## config.mk

```make
export PLATFORM = sky130hd
export DESIGN_NAME = seg_scan_flat
export DESIGN_NICKNAME = d
export VERILOG_FILES = /design/src/rtl/seg_scan_if.sv /design/src/rtl/seg_scan.sv /design/src/flat_wrapper.sv
export SDC_FILE = /design/constraint.sdc
export NUM_CORES = 1
export LEC_CHECK = 0
export ABC_AREA = 1
export CAP_MARGIN = 5
export CORE_UTILIZATION = 45
export CTS_CLUSTER_DIAMETER = 60
export DETAILED_ROUTE_END_ITERATION = 8
export HOLD_SLACK_MARGIN = 0.12
export PLACE_DENSITY = 0.79
export SYNTH_ARGS = -nofsm -noshare
export SYNTH_HDL_FRONTEND = slang
export SYNTH_SLANG_ARGS = --single-unit
```

## constraint.sdc

```tcl
create_clock -name clk -period 5.7 [get_ports clk]
set_input_delay 0.57 -clock clk [delete_from_list [all_inputs] [get_ports clk]]
set_output_delay 0.57 -clock clk [all_outputs]
set_load 0.01 [all_outputs]
```

## src/rtl/seg_scan_if.sv

```systemverilog
// seg_scan_if: load handshake and display bus between a controller and seg_scan.
//   i_load    - single-cycle load request (master -> slave)
//   i_value   - hex nibbles, digit k at [4k+3:4k], digit 0 rightmost
//   i_dp      - per-digit decimal point
//   i_blank   - per-digit blanking
//   o_seg     - segments {a,b,c,d,e,f,g,dp}, polarity set by the driver
//   o_an      - one-hot digit enable, polarity set by the driver
//   o_pending - a load is waiting for the frame boundary
//   o_ack     - one-cycle pulse when a load is committed
interface seg_scan_if #(
    parameter int DIGITS = 8
);
    logic                  i_load;
    logic [4*DIGITS-1:0]   i_value;
    logic [DIGITS-1:0]     i_dp;
    logic [DIGITS-1:0]     i_blank;
    logic [7:0]            o_seg;
    logic [DIGITS-1:0]     o_an;
    logic                  o_pending;
    logic                  o_ack;

    modport master (
        output i_load, i_value, i_dp, i_blank,
        input  o_seg, o_an, o_pending, o_ack
    );

    modport slave (
        input  i_load, i_value, i_dp, i_blank,
        output o_seg, o_an, o_pending, o_ack
    );
endinterface

```

## src/rtl/seg_scan.sv

```systemverilog
// seg_scan: time-multiplexed seven-segment driver with frame-boundary load commit.
//   clk   - system clock, rising edge
//   rst_n - asynchronous active-low reset
//   bus   - seg_scan_if.slave: load handshake in, segment/enable/pending/ack out
// Optional feature: define SEG_SCAN_LEADZERO_EN for leading-zero suppression.
module seg_scan #(
    parameter int DIGITS     = 8,
    parameter int SCAN_DIV   = 1000,
    parameter bit ACTIVE_LOW = 1'b1
) (
    input  logic       clk,
    input  logic       rst_n,
    seg_scan_if.slave  bus
);
    localparam int PW = SCAN_DIV > 1 ? $clog2(SCAN_DIV) : 1;
    localparam int DW = DIGITS > 1 ? $clog2(DIGITS) : 1;
    localparam logic [PW-1:0]     P_LAST  = PW'(SCAN_DIV - 1);
    localparam logic [DW-1:0]     D_LAST  = DW'(DIGITS - 1);
    localparam logic [7:0]        SEG_OFF = ACTIVE_LOW ? 8'hFF : 8'h00;
    localparam logic [DIGITS-1:0] AN_OFF  = ACTIVE_LOW ? '1 : '0;

    logic [PW-1:0]       presc;
    logic [DW-1:0]       idx;
    logic [4*DIGITS-1:0] sh_value, act_value;
    logic [DIGITS-1:0]   sh_dp, sh_blank, act_dp, act_blank;
    logic                pending, ack;
    logic [7:0]          seg_q;
    logic [DIGITS-1:0]   an_q;
    logic                presc_wrap, frame, commit;
    logic [3:0]          nib;
    logic                dp_bit, blank_bit, supp_bit;
    logic [DIGITS-1:0]   lz;
    logic [DIGITS-1:0]   onehot;
    logic [7:0]          lit;

    function automatic logic [7:0] seg7(input logic [3:0] n);
        case (n)
            4'h0: return 8'hFC;
            4'h1: return 8'h60;
            4'h2: return 8'hDA;
            4'h3: return 8'hF2;
            4'h4: return 8'h66;
            4'h5: return 8'hB6;
            4'h6: return 8'hBE;
            4'h7: return 8'hE0;
            4'h8: return 8'hFE;
            4'h9: return 8'hF6;
            4'hA: return 8'hEE;
            4'hB: return 8'h3E;
            4'hC: return 8'h9C;
            4'hD: return 8'h7A;
            4'hE: return 8'h9E;
            default: return 8'h8E;
        endcase
    endfunction

    assign presc_wrap = presc == P_LAST;
    assign frame      = presc_wrap && idx == D_LAST;
    // A load arriving on the boundary itself bypasses the shadow set.
    assign commit     = frame && (bus.i_load || pending);

`ifdef SEG_SCAN_LEADZERO_EN
    logic zero_above;
    // Scan from the most significant digit down; digit 0 is never suppressed.
    always_comb begin
        lz = '0;
        zero_above = 1'b1;
        for (int k = DIGITS - 1; k > 0; k--) begin
            zero_above = zero_above & (act_value[4*k +: 4] == 4'h0);
            lz[k] = zero_above;
        end
    end
`else
    assign lz = '0;
`endif

    always_comb begin
        nib       = 4'h0;
        dp_bit    = 1'b0;
        blank_bit = 1'b0;
        supp_bit  = 1'b0;
        onehot    = '0;
        for (int k = 0; k < DIGITS; k++) begin
            if (idx == DW'(k)) begin
                nib       = act_value[4*k +: 4];
                dp_bit    = act_dp[k];
                blank_bit = act_blank[k];
                supp_bit  = lz[k];
                onehot[k] = 1'b1;
            end
        end
        // Explicit blanking kills dp too; suppressed leading zeros keep dp.
        lit = blank_bit ? 8'h00 : supp_bit ? {7'b0, dp_bit} : seg7(nib) | {7'b0, dp_bit};
    end

    always_ff @(posedge clk or negedge rst_n) begin
        if (!rst_n) begin
            presc     <= '0;
            idx       <= '0;
            sh_value  <= '0;
            sh_dp     <= '0;
            sh_blank  <= '0;
            act_value <= '0;
            act_dp    <= '0;
            act_blank <= '0;
            pending   <= 1'b0;
            ack       <= 1'b0;
            seg_q     <= SEG_OFF;
            an_q      <= AN_OFF;
        end else begin
            presc <= presc_wrap ? '0 : presc + 1'b1;
            if (presc_wrap)
                idx <= idx == D_LAST ? '0 : idx + 1'b1;
            if (bus.i_load) begin
                sh_value <= bus.i_value;
                sh_dp    <= bus.i_dp;
                sh_blank <= bus.i_blank;
            end
            if (commit) begin
                act_value <= bus.i_load ? bus.i_value : sh_value;
                act_dp    <= bus.i_load ? bus.i_dp    : sh_dp;
                act_blank <= bus.i_load ? bus.i_blank : sh_blank;
            end
            pending <= frame ? 1'b0 : pending | bus.i_load;
            ack     <= commit;
            seg_q   <= ACTIVE_LOW ? ~lit : lit;
            an_q    <= ACTIVE_LOW ? ~onehot : onehot;
        end
    end

    assign bus.o_seg     = seg_q;
    assign bus.o_an      = an_q;
    assign bus.o_pending = pending;
    assign bus.o_ack     = ack;
endmodule

```

## src/flat_wrapper.sv

```systemverilog
// flat-port wrapper written by rule: the top's interface ports become plain ports
module seg_scan_flat 
#(
    parameter int DIGITS     = 8,
    parameter int SCAN_DIV   = 1000,
    parameter bit ACTIVE_LOW = 1'b1
)
  (clk, rst_n, bus_i_load, bus_i_value, bus_i_dp, bus_i_blank, bus_o_seg, bus_o_an, bus_o_pending, bus_o_ack);
  seg_scan_if #(.DIGITS(DIGITS)) bus_i ();
  input  logic clk;
  input  logic rst_n;
  input wire logic [$bits(bus_i.i_load)-1:0] bus_i_load;
  input wire logic [$bits(bus_i.i_value)-1:0] bus_i_value;
  input wire logic [$bits(bus_i.i_dp)-1:0] bus_i_dp;
  input wire logic [$bits(bus_i.i_blank)-1:0] bus_i_blank;
  output wire logic [$bits(bus_i.o_seg)-1:0] bus_o_seg;
  output wire logic [$bits(bus_i.o_an)-1:0] bus_o_an;
  output wire logic [$bits(bus_i.o_pending)-1:0] bus_o_pending;
  output wire logic [$bits(bus_i.o_ack)-1:0] bus_o_ack;
  assign bus_i.i_load = bus_i_load;
  assign bus_i.i_value = bus_i_value;
  assign bus_i.i_dp = bus_i_dp;
  assign bus_i.i_blank = bus_i_blank;
  assign bus_o_seg = bus_i.o_seg;
  assign bus_o_an = bus_i.o_an;
  assign bus_o_pending = bus_i.o_pending;
  assign bus_o_ack = bus_i.o_ack;
  seg_scan #(.DIGITS(DIGITS), .SCAN_DIV(SCAN_DIV), .ACTIVE_LOW(ACTIVE_LOW)) u_core (.clk(clk), .rst_n(rst_n), .bus(bus_i));
endmodule
```

# Yosys cells after proc, flatten, opt, wreduce, memory -nomap -nowiden
# Memories as Yosys holds them, arrays and structs flattened.
# Index checks and enable logic that the tools add are counted.
# word_totals
ff_bits,127
romBits,112
word_cells,70
mem_count,1
# classes
add_sub_neg,2
n_eq_ne,8
muxes,39
bitwise_logic,4
reduce_logical,4
# mem_list
memory,words,width,read_ports,rd_clocked_by_memory_dff,write_ports,line,source
(name not given),16,7,1,0,0,seg_scan.sv:37,case (n)
# op_table
op,count
32-bit two-way mux,1
4-bit two-way mux,8
1-bit two-way mux,25
8-bit two-way mux,3
8-bit NOT,2
"3-bit equality test, second input constant",4
"10-bit by 1-bit adder with 10-bit output, second input constant",1
"10-bit equality test, second input constant",1
10-bit two-way mux,1
8-bit by 1-bit bitwise OR with 8-bit output,1
"3-bit by 2-bit equality test with 1-bit output, second input constant",2
"3-bit by 1-bit adder with 3-bit output, second input constant",1
"3-bit by 1-bit equality test with 1-bit output, second input constant",1
3-bit logical NOT,1
3-bit two-way mux,1
1-bit logical AND,2
1-bit logical OR,1
1-bit bitwise OR,1

# Logic depth before layout (Yosys ltp)
# Gate-level depths: netlist of run 1.
# An unclocked memory read counts as a cell.
# logic_depth
ltp_word,13
mapped_depth,19
depth_no_buf,19

# Least setup slack after synthesis of run 1
# No wires, ideal clock.
# synth_timing
kind,flip-flop to flip-flop
from,reg u_core.idx[0]
to,reg u_core.seg_q[4] (netlist: u_core.bus.o_seg[4])
arrival_ps,2117
path_slack_ps,3487
path_stages_with_launch,15
path_buffers,1
synth_period_minus_slack_ps,2213
path_cell_list,dfrtp_1 -> ha_1 -> ha_1 -> inv_1 -> clkbuf_1 -> nand2_1 -> inv_1 -> nand2_1 -> nand2_1 -> inv_1 -> ha_1 -> inv_1 -> nand2_1 -> nand3_1 -> nand3_1
# synth_via
elab_chain_cells,13
elab_cells_between_ends,28
# synth_lines
item,line,source
from (decl),seg_scan.sv:23,logic [DW-1:0] idx;
from (signal assigned),seg_scan.sv:113,idx <= idx == D_LAST ? '0 : idx + 1'b1;
3-bit logical NOT,seg_scan.sv:84,if (idx == DW'(k)) begin
4-bit two-way mux (8 in series),seg_scan.sv:84,
memory read 16 x 7 bit,--,
8-bit by 1-bit bitwise OR with 8-bit output,seg_scan.sv:93,"lit = blank_bit ? 8'h00 : supp_bit ? {7'b0, dp_bit} : seg7(nib) | {7'b0, dp_bit};"
8-bit two-way mux (*),seg_scan.sv:93,
8-bit NOT (*),seg_scan.sv:126,seg_q <= ACTIVE_LOW ? ~lit : lit;
to (signal assigned),seg_scan.sv:126,
to (decl),seg_scan.sv:27,logic [7:0] seg_q;
# Every way passes the cells marked *; elsewhere a longest branch is shown, timed or not.
# A chain may end at the register's enable or synchronous reset.

# Worst setup path in the final report of run 1
# layout_timing
from,reg u_core.presc[0]
to,reg u_core.act_value[6]
# layout_via
elab_chain_cells,3
# layout_lines
item,line,source
from (decl),seg_scan.sv:22,logic [PW-1:0] presc;
from (signal assigned),seg_scan.sv:111,presc <= presc_wrap ? '0 : presc + 1'b1;
10-bit equality test,seg_scan.sv:57,assign presc_wrap = presc == P_LAST;
1-bit logical AND,seg_scan.sv:58,assign frame = presc_wrap && idx == D_LAST;
1-bit logical AND,seg_scan.sv:60,assign commit = frame && (bus.i_load || pending);
to (signal assigned),seg_scan.sv:120,act_value <= bus.i_load ? bus.i_value : sh_value;
to (decl),seg_scan.sv:24,"logic [4*DIGITS-1:0] sh_value, act_value;"
# No other way between the ends.

==> flow_metrics.py, run 1 <==
metrics = {
    "timing": {
        "hold_violations": 0,
        "setup_violations": 0,
        "fin_crit_ps": 3010,
        "finalMaxSlewViolations": 0,
        "worst_pin_slew_ps": 1000,
        "finalClockSkew_ps": 8.49,
        "worst_slack_ps": 2690,
        "rsz0062_at_grt": "no",
        "relSlewSlack": 0.331,
        "period_share": 0.527,
        "max_freq_ghz": 0.333,
        "setup-tns-final_ps": 0,
    },
    "synth": {
        "ys_seq_area_frac": 0.573,
        "syn-mean-instance-area_sq_um": 8.16,
        "ys_ff_latch": 127,
        "synth_flop_cell": "dfrtp_1",
        "synthCells": 684,
        "synth.distinct_cells": 33,
        "synth_nets": 748,
        "synth_area_sq_um": 5580,
        "synth_edf_count": 0,
        "async_flop_share": 1.00,
        "synth_warnings": 0,
    },
    "worst_hold_path": {
        "hp-class": "primary input to async pin",
    },
    "floorplan": {
        "initial_core_util": 0.463,
        "die_x_um": 113,
        "die_y_um": 113,
        "rows": 40,
        "dieArea_sq_um": 12900,
        "fp.coreArea_sq_um": 12100,
        "io_pins": 69,
    },
    "routing": {
        "drt_pass1_iterations": 4,
        "drc_errors": 0,
        "drt-total-wl_um": 11800,
        "drt_iter0_drc": 384,
        "viasPerCell": 4.71,
        "wl_per_cell_um": 12.6,
        "drtAntennaViolNets": 0,
        "vias": 4396,
    },
    "global_routing": {
        "grt_usage": 0.203,
        "gr-usage-met3": 0.0478,
        "grt_pass1_vias": 4286,
        "met2_usage": 0.325,
        "grt_pass1_wl_um": 19900,
        "antenna_found_initial": 0,
        "grt_max_degree": 83,
        "use_met1": 0.259,
        "grt_overflow": 0,
        "grt_busiest_layer": "met2",
    },
    "setup_path": {
        "r2r_start": "u_core.presc[0]",
        "r2r_cells": 11,
        "crit_fanout": 45,
        "end_kind": "register",
        "rrSetupSlack_ps": 2690,
        "startpoint": "u_core.presc[0]",
        "critical_path_arrival_ps": 3300,
        "cp-start-kind": "register",
        "r2r_end": "u_core.act_value[6]",
        "worstPathRequired_ps": 5990,
        "crit_type": "register to register",
    },
    "finish": {
        "fill_cells": 1020,
        "area_growth_pct": 25.0,
        "nNetsFinal": 816,
        "seq_area_sq_um": 3200,
        "final_common_cell": "nand2_1",
        "multi_input_area_sq_um": 2130,
        "antennaDiodeCount": 0,
        "drive_gt1_frac": 0.0915,
        "final_cell_mix": "381 x nand2_1, 111 x dfrtp_1, 66 x clkdlybuf4s50_1, 33 x inv_1, 29 x nand3_1",
    },
    "pwr": {
        "p_total_mw": 2.17,
        "irDropWorstVdd_v": 0.000123,
        "leakagePower_nw": 3.67,
        "power.density_nw_per_um2": 311,
    },
    "cts": {
        "numClockSinks": 127,
        "cts_hold_buffers": 0,
        "cts-resized-gates": 0,
        "cts_tree": "yes",
        "numCtsBuffers": 17,
        "cts_setup_buffers": 0,
        "clock-root-buffer": "clkbuf_16",
        "htreeDepth": 4,
        "clk_path_buf_depth": 2,
        "insertion_delay_ps": 420,
        "clk_pin_slew_ps": 60,
    },
    "place": {
        "dp_hpwl_um": 7910,
        "dp_worst_setup_slack_ps": 2630,
        "io_buffers": 68,
        "place_congestion": 0.866,
    },
    "run_status": {
        "outcome": "finished clean",
    },
    "run": {
        "maxCapViolCount": 0,
    },
}
## sequential cells by signal, summed over array words and instances (netlist names)
name / cells
u_core.sh_dp: 8
u_core.presc: 10
u_core.bus.o_pending: 1
u_core.bus.o_ack: 1
u_core.idx: 3
u_core.act_dp: 8
u_core.sh_value: 32
u_core.act_value: 32
u_core.sh_blank: 8
u_core.bus.o_seg: 8
u_core.bus.o_an: 8
u_core.act_blank: 8
## worst max path at each step
stage               cells after the start  slack, ps                    to
floorplan                              14       3490   u_core.bus.o_seg[4]
global placement                        8       2730      u_core.act_dp[3]
detailed placement                      8       2630   u_core.act_value[8]
CTS                                    11       2650   u_core.act_value[6]
global route                           11       2360  u_core.act_value[21]
finish                                 11       2690   u_core.act_value[6]
## metal layers
metal / vias to the layer above / share of wire
met2: 95 / 0.48
met5: - / 0
met3: 21 / 0.044
met1: 2041 / 0.45
li1: 2239 / -
met4: 0 / 0.023
## layout make-up
class,count,area share
clock buffers,22,0.0679
clock inverters,10,0.0161
inverters,41,0.0224
multi-input cells,493,0.305
flip-flops and latches,127,0.458
well taps,168,0.0301
repair buffers,72,0.101
## through the flow
step,hold WS [ps],cell area (sq um),std cells,utilization
floorplan,274,5580,684,-
global placement,446,6390,901,0.530
detailed placement,454,6390,901,0.530
CTS,365,6980,933,0.579
global route,409,6980,933,0.579
finish,328,6980,933,0.579
## cells by family after synthesis
| group | synth area share |
|---|---|
| AO/OA/AOI/OAI | 0.0325 |
| XOR/XNOR | 0.00314 |
| adder cells (fa/ha/maj) | 0.0291 |
| buffers and inverters | 0.0464 |
| flip-flops | 0.573 |
| AND/OR/NAND/NOR | 0.316 |
## Yosys cell counts, types with 2 or more instances
library cell  number  area, sq um
nor2_1            22         82.6
or2_2              2         12.5
dfrtp_1          111         2780
clkbuf_1          12         45.0
a21oi_1            9         45.0
inv_2              7         26.3
nor3_1             3         15.0
nand3_1           29          145
o21ai_0            7         35.0
o21ai_1            7         35.0
xor2_1             2         17.5
buf_2             10         50.1
inv_1             33          124
nand2_2            2         12.5
nor4_1             2         12.5
nand2_1          381         1430
dfstp_2           16          420
ha_1              13          163
a21oi_2            2         17.5
## critical path, stage by stage, from the launching register on
cell,delay [ps]
dfrtp_1,370
ha_1,190
nand2_1,120
nor2_1,120
nand2_1,60
nor4_2,260
inv_2,140
nor3_4,530
buf_4,450
inv_2,390
nand2_1,160
nand2_1,80
## report_power, final
| part | internal (mW) | total [mW] | switching (mW) |
|---|---|---|---|
| combinational | 0.0646 | 0.149 | 0.0845 |
| clock | 0.675 | 1.05 | 0.376 |
| sequential | 0.954 | 0.971 | 0.0165 |
Note: power is estimated with default switching activity, not from simulation.
==> run 2, diff against run 1 <==
==> constraint.sdc (replaced) <==
create_clock -name clk -period 2.8 [get_ports clk]
set_input_delay 0.28 -clock clk [delete_from_list [all_inputs] [get_ports clk]]
set_output_delay 0.28 -clock clk [all_outputs]
set_load 0.01 [all_outputs]
==> flow_metrics.py, run 2 (synthesis gave the netlist of run 1 again) <==
metrics = {
    "run_status": {
        "outcome": "finished clean",
    },
    "routing": {
        "drtAntennaViolNets": 0,
        "vias": 4460,
        "drt-total-wl_um": 12100,
        "drc_errors": 0,
        "wl_per_cell_um": 12.9,
        "drt_iter0_drc": 249,
        "drt_pass1_iterations": 4,
        "viasPerCell": 4.76,
    },
    "timing": {
        "setup-tns-final_ps": 0,
        "setup_violations": 0,
        "finalClockSkew_ps": 7.22,
        "worst_pin_slew_ps": 750,
        "max_freq_ghz": 0.408,
        "rsz0062_at_grt": "no",
        "fin_crit_ps": 2450,
        "period_share": 0.875,
        "relSlewSlack": 0.500,
        "finalMaxSlewViolations": 0,
        "hold_violations": 0,
    },
    "floorplan": {
        "io_pins": 69,
        "initial_core_util": 0.463,
        "dieArea_sq_um": 12900,
        "die_y_um": 113,
        "fp.coreArea_sq_um": 12100,
        "rows": 40,
        "die_x_um": 113,
    },
    "setup_path": {
        "cp-start-kind": "register",
        "end_kind": "register",
        "crit_type": "register to register",
        "worstPathRequired_ps": 3130,
        "crit_fanout": 12,
        "critical_path_arrival_ps": 2780,
    },
    "finish": {
        "area_growth_pct": 25.9,
        "post-route-util": 0.583,
        "final_cell_mix": "381 x nand2_1, 111 x dfrtp_1, 66 x clkdlybuf4s50_1, 33 x inv_1, 29 x nand3_1",
        "fill_cells": 1052,
        "nNetsFinal": 820,
        "reg_top3": "u_core.act_value x32, u_core.sh_value x32, u_core.presc x10",
        "antennaDiodeCount": 0,
        "final_common_cell": "nand2_1",
        "seq_area_sq_um": 3200,
        "multi_input_area_sq_um": 2130,
        "drive_gt1_frac": 0.0923,
        "final_cells": 937,
    },
    "global_routing": {
        "grt_pass1_vias": 4425,
        "grt_overflow": 0,
        "grt_pass1_wl_um": 20600,
        "grt_max_degree": 128,
        "grt_usage": 0.208,
        "antenna_found_initial": 0,
    },
    "cts": {
        "numClockSinks": 127,
        "clock-root-buffer": "clkbuf_16",
        "numCtsBuffers": 17,
        "cts_tree": "yes",
        "htreeDepth": 4,
        "clk_path_buf_depth": 2,
        "clk_pin_slew_ps": 50,
        "insertion_delay_ps": 420,
    },
    "worst_hold_path": {
        "hp-class": "primary input to register",
    },
    "place": {
        "place_inst": 904,
        "place_congestion": 0.894,
        "io_buffers": 68,
        "dp_hpwl_um": 8150,
    },
    "pwr": {
        "power.density_nw_per_um2": 628,
        "irDropWorstVdd_v": 0.000331,
        "leakagePower_nw": 3.69,
    },
    "run": {
        "maxCapViolCount": 0,
    },
}
-- run 2: worst max-delay path, stage by stage (launching register included) --
cell and delay (ps):
dfrtp_1 400, inv_1 130, ha_1 220, nand2_1 250, o21ai_0 250, inv_1 50, nand2_1 60, nand2_1 60
nand2_1 60, nand2_1 70, a21boi_2 270, ha_1 280, inv_1 60, nand2_1 60, nand3_1 90, nand3_1 70
-- run 2: where the power goes --
part	leakage [nW]	total, mW	switching, mW	internal, mW
logic	1.83	0.306	0.170	0.137
registers	1.58	1.98	0.0371	1.94
clock network	0.278	2.13	0.756	1.38
total	3.69	4.42	0.963	3.45
-- run 2: per-layer routing --
metal  vias up  GRT usage  share of wire
met5         -          0              0
met4         0     0.0798          0.013
met3        14     0.0553          0.048
met2        93      0.352           0.49
met1      2107      0.256           0.44
li1       2246          -              -
-- run 2: area by class of cell --
cell class | count | share of cell area
Clock buffer | 26 | 0.0696
Inverter | 41 | 0.0222
Sequential cell | 127 | 0.455
Timing Repair Buffer | 76 | 0.108
Clock inverter | 6 | 0.0117
Multi-Input combinational cell | 493 | 0.303
Tap cell | 168 | 0.0299
-- run 2: worst paths after layout --
kind                                         to  cells past startpoint  slack [ps]       startpoint
hold reg to reg                 u_core.presc[0]                      1         460  u_core.presc[0]
max in group asynchronous       u_core.presc[5]                      3        1810            rst_n
min in group asynchronous    u_core.sh_blank[5]                      3         520            rst_n
setup reg to reg            u_core.bus.o_seg[4]                     15         350    u_core.idx[0]
setup / recovery            u_core.bus.o_seg[4]                     15         350    u_core.idx[0]
hold / removal             u_core.bus.o_pending                      3         180       bus_i_load
-- run 2: stage by stage --
step           hold slack, ps  setup WS (ps)  cell area [sq um]  power (mW)
2_1_floorplan           -15.6            587               5580        2.14
3_3_place_gp              438            411               6440        2.31
3_5_place_dp              437            274               6440        2.32
4_1_cts                   176            244               7020        4.45
5_1_grt                   197           77.5               7030        4.59
6_report                  181            350               7030        4.42
-- run 2: what timing repair did --
action,4_1_cts,5_1_grt
hold endpoints to repair,111,0
buffers inserted,0,0
gates resized for setup,0,2
setup endpoints to repair,0,2
hold buffers,1,0
==> patch (flow settings as in run 1) <==
The option `SEG_SCAN_LEADZERO_EN` is turned on by a define.
--- a/src/rtl/seg_scan.sv
+++ b/src/rtl/seg_scan.sv
@@ -3,6 +3,8 @@
 //   rst_n - asynchronous active-low reset
 //   bus   - seg_scan_if.slave: load handshake in, segment/enable/pending/ack out
 // Optional feature: define SEG_SCAN_LEADZERO_EN for leading-zero suppression.
+`define SEG_SCAN_LEADZERO_EN
+
 module seg_scan #(
     parameter int DIGITS     = 8,
     parameter int SCAN_DIV   = 1000,
Formal check against the unedited RTL: same outputs for any inputs over 10 cycles, from zero or initial values and one cycle with rst_n low; that may be too few to reach the edited logic, so the function may still have changed.
==> patch against run 1 <==
- worst setup slack gained 0.16 ns
- sequential cell count is the same
- utilization shrank 1.1 points
- area after synthesis grew 4.9%
- final area grew 3.1%
- power grew 2.0%
- wire length grew 7.8%
- sequential power is essentially flat
- critical path type unchanged
- largest cell class unchanged
==> patch: results (changes against run 1) <==
INFO  metric run_status = finished clean (unchanged)
INFO  metric fin_skew = 0.00747 ns (was 0.00849 ns)
INFO  metric place_worst_setup_slack = 2.78 ns (was 2.63 ns)
INFO  metric nFillCells = 1123 (was 1020)
INFO  metric met2WireLength = 6.00 mm (was 5.64 mm)
INFO  metric post-place-cells = 941 (was 901)
INFO  metric layout_cells_sized_above_1 = 9.11% (was 9.15%)
INFO  metric power.static_leakage = 3.76 nW (was 3.67 nW)
INFO  metric ys_top_cells_by_area = sky130_fd_sc_hd__dfrtp_1 47%, sky130_fd_sc_hd__nand2_1 24%, sky130_fd_sc_hd__dfstp_2 7.2%, sky130_fd_sc_hd__ha_1 2.8%, sky130_fd_sc_hd__nand3_1 2.7% (was sky130_fd_sc_hd__dfrtp_1 50%, sky130_fd_sc_hd__nand2_1 26%, sky130_fd_sc_hd__dfstp_2 7.5%, sky130_fd_sc_hd__ha_1 2.9%, sky130_fd_sc_hd__nand3_1 2.6%)
INFO  metric hold_slack = 0.325 ns (was 0.328 ns)
INFO  metric syn_nets = 788 (was 748)
INFO  metric max-slew-margin-rel = 31.1% (was 33.1%)
INFO  metric path_max_fanout = 41 (was 45)
INFO  metric synthesis.instances = 724 (was 684)
INFO  metric maximum_number_of_pins_on_one_net_before_global_route_repair = 85 (was 83)
INFO  metric design.core.area = 12700 um2 (was 12100 um2)
INFO  metric via_per_inst = 4.82 (was 4.71)
INFO  metric ff2ff_setup_slack = 2.85 ns (was 2.69 ns)
INFO  metric worstPathArrival = 3.16 ns (was 3.30 ns)
INFO  metric finalWeightedCongestion = 0.822 (was 0.866)
INFO  metric cpPeakStageDelay = 0.79 ns (was 0.53 ns)
INFO  metric fin_crit = 2.85 ns (was 3.01 ns)
INFO  metric initialDrtViolationCount = 309 (was 384)
INFO  metric wl = 12.7 mm (was 11.8 mm)
INFO  metric number_of_global_route_vias_before_repair = 4592 (was 4286)
INFO  metric detail_route.first_pass.iterations = 5 (was 4)
## patch: cell count changes after synthesis, moves of 3 or more
cell                      delta
sky130_fd_sc_hd__inv_1       +8
sky130_fd_sc_hd__o21ai_1     -7
sky130_fd_sc_hd__nand3_1     +3
sky130_fd_sc_hd__inv_2       -3
sky130_fd_sc_hd__buf_2       -3
sky130_fd_sc_hd__buf_6       +7
sky130_fd_sc_hd__nor3_1      +5
sky130_fd_sc_hd__nand2_4     +3
sky130_fd_sc_hd__o21ai_0    +12
sky130_fd_sc_hd__nand2_2     +4
sky130_fd_sc_hd__nor2_1     +10
## patch: area by class of cell
cell class	count	area [um2]	area share (%)
Clock buffer	27	523	7.27
Clock inverter	5	75.1	1.04
Inverter	46	180	2.50
Multi-Input combinational cell	524	2300	32.0
Sequential cell	127	3200	44.4
Tap cell	172	215	2.99
Timing Repair Buffer	72	703	9.77
## patch: layer usage
layer,up-vias,GRT usage (%)
met1,2179,27.4
met3,21,6.02
li1,2361,-
met2,125,33.1
met5,-,0
met4,0,7.78
## patch: worst register-to-register path, cell delays in order (launching register included)
cell and delay (ns):
sky130_fd_sc_hd__dfrtp_1 0.62, sky130_fd_sc_hd__ha_1 0.44, sky130_fd_sc_hd__inv_1 0.29, sky130_fd_sc_hd__nor3_4 0.79
sky130_fd_sc_hd__inv_1 0.11, sky130_fd_sc_hd__buf_4 0.30, sky130_fd_sc_hd__nand2_1 0.13, sky130_fd_sc_hd__nand2_1 0.06
## patch: cells by family (layout without fill, tap and decap cells)
family                   after synthesis  count (layout)  share of synthesized area, %
XOR/XNOR                               1               1                         0.150
flip-flops                           127             127                          54.6
buffers and inverters                 73             150                          6.11
adder cells (fa/ha/maj)               13              13                          2.78
AND/OR/NAND/NOR                      477             477                          33.0
AO/OA/AOI/OAI                         33              33                          3.33
## patch: path summary, 6_finish.rpt
check                      cells past startpoint                   to               start
max in group asynchronous                      2  u_core.bus.o_seg[5]               rst_n
hold / removal                                 1   u_core.sh_blank[3]               rst_n
setup / recovery                               7  u_core.act_value[4]       u_core.idx[2]
hold reg to reg                                2   u_core.sh_blank[2]  u_core.sh_blank[2]
setup reg to reg                               7  u_core.act_value[4]       u_core.idx[2]
min in group clk                               2   u_core.sh_blank[2]  u_core.sh_blank[2]
## patch: power by group through the flow
| stage | registers, mW | clock network, mW | logic [mW] |
|---|---|---|---|
| after floorplan | 0.986 | 0 | 0.0730 |
| after global placement | 0.987 | 0 | 0.155 |
| after detailed placement | 0.988 | 0 | 0.158 |
| after CTS | 0.974 | 1.10 | 0.159 |
| after global routing | 0.978 | 1.13 | 0.179 |
| final | 0.974 | 1.08 | 0.157 |
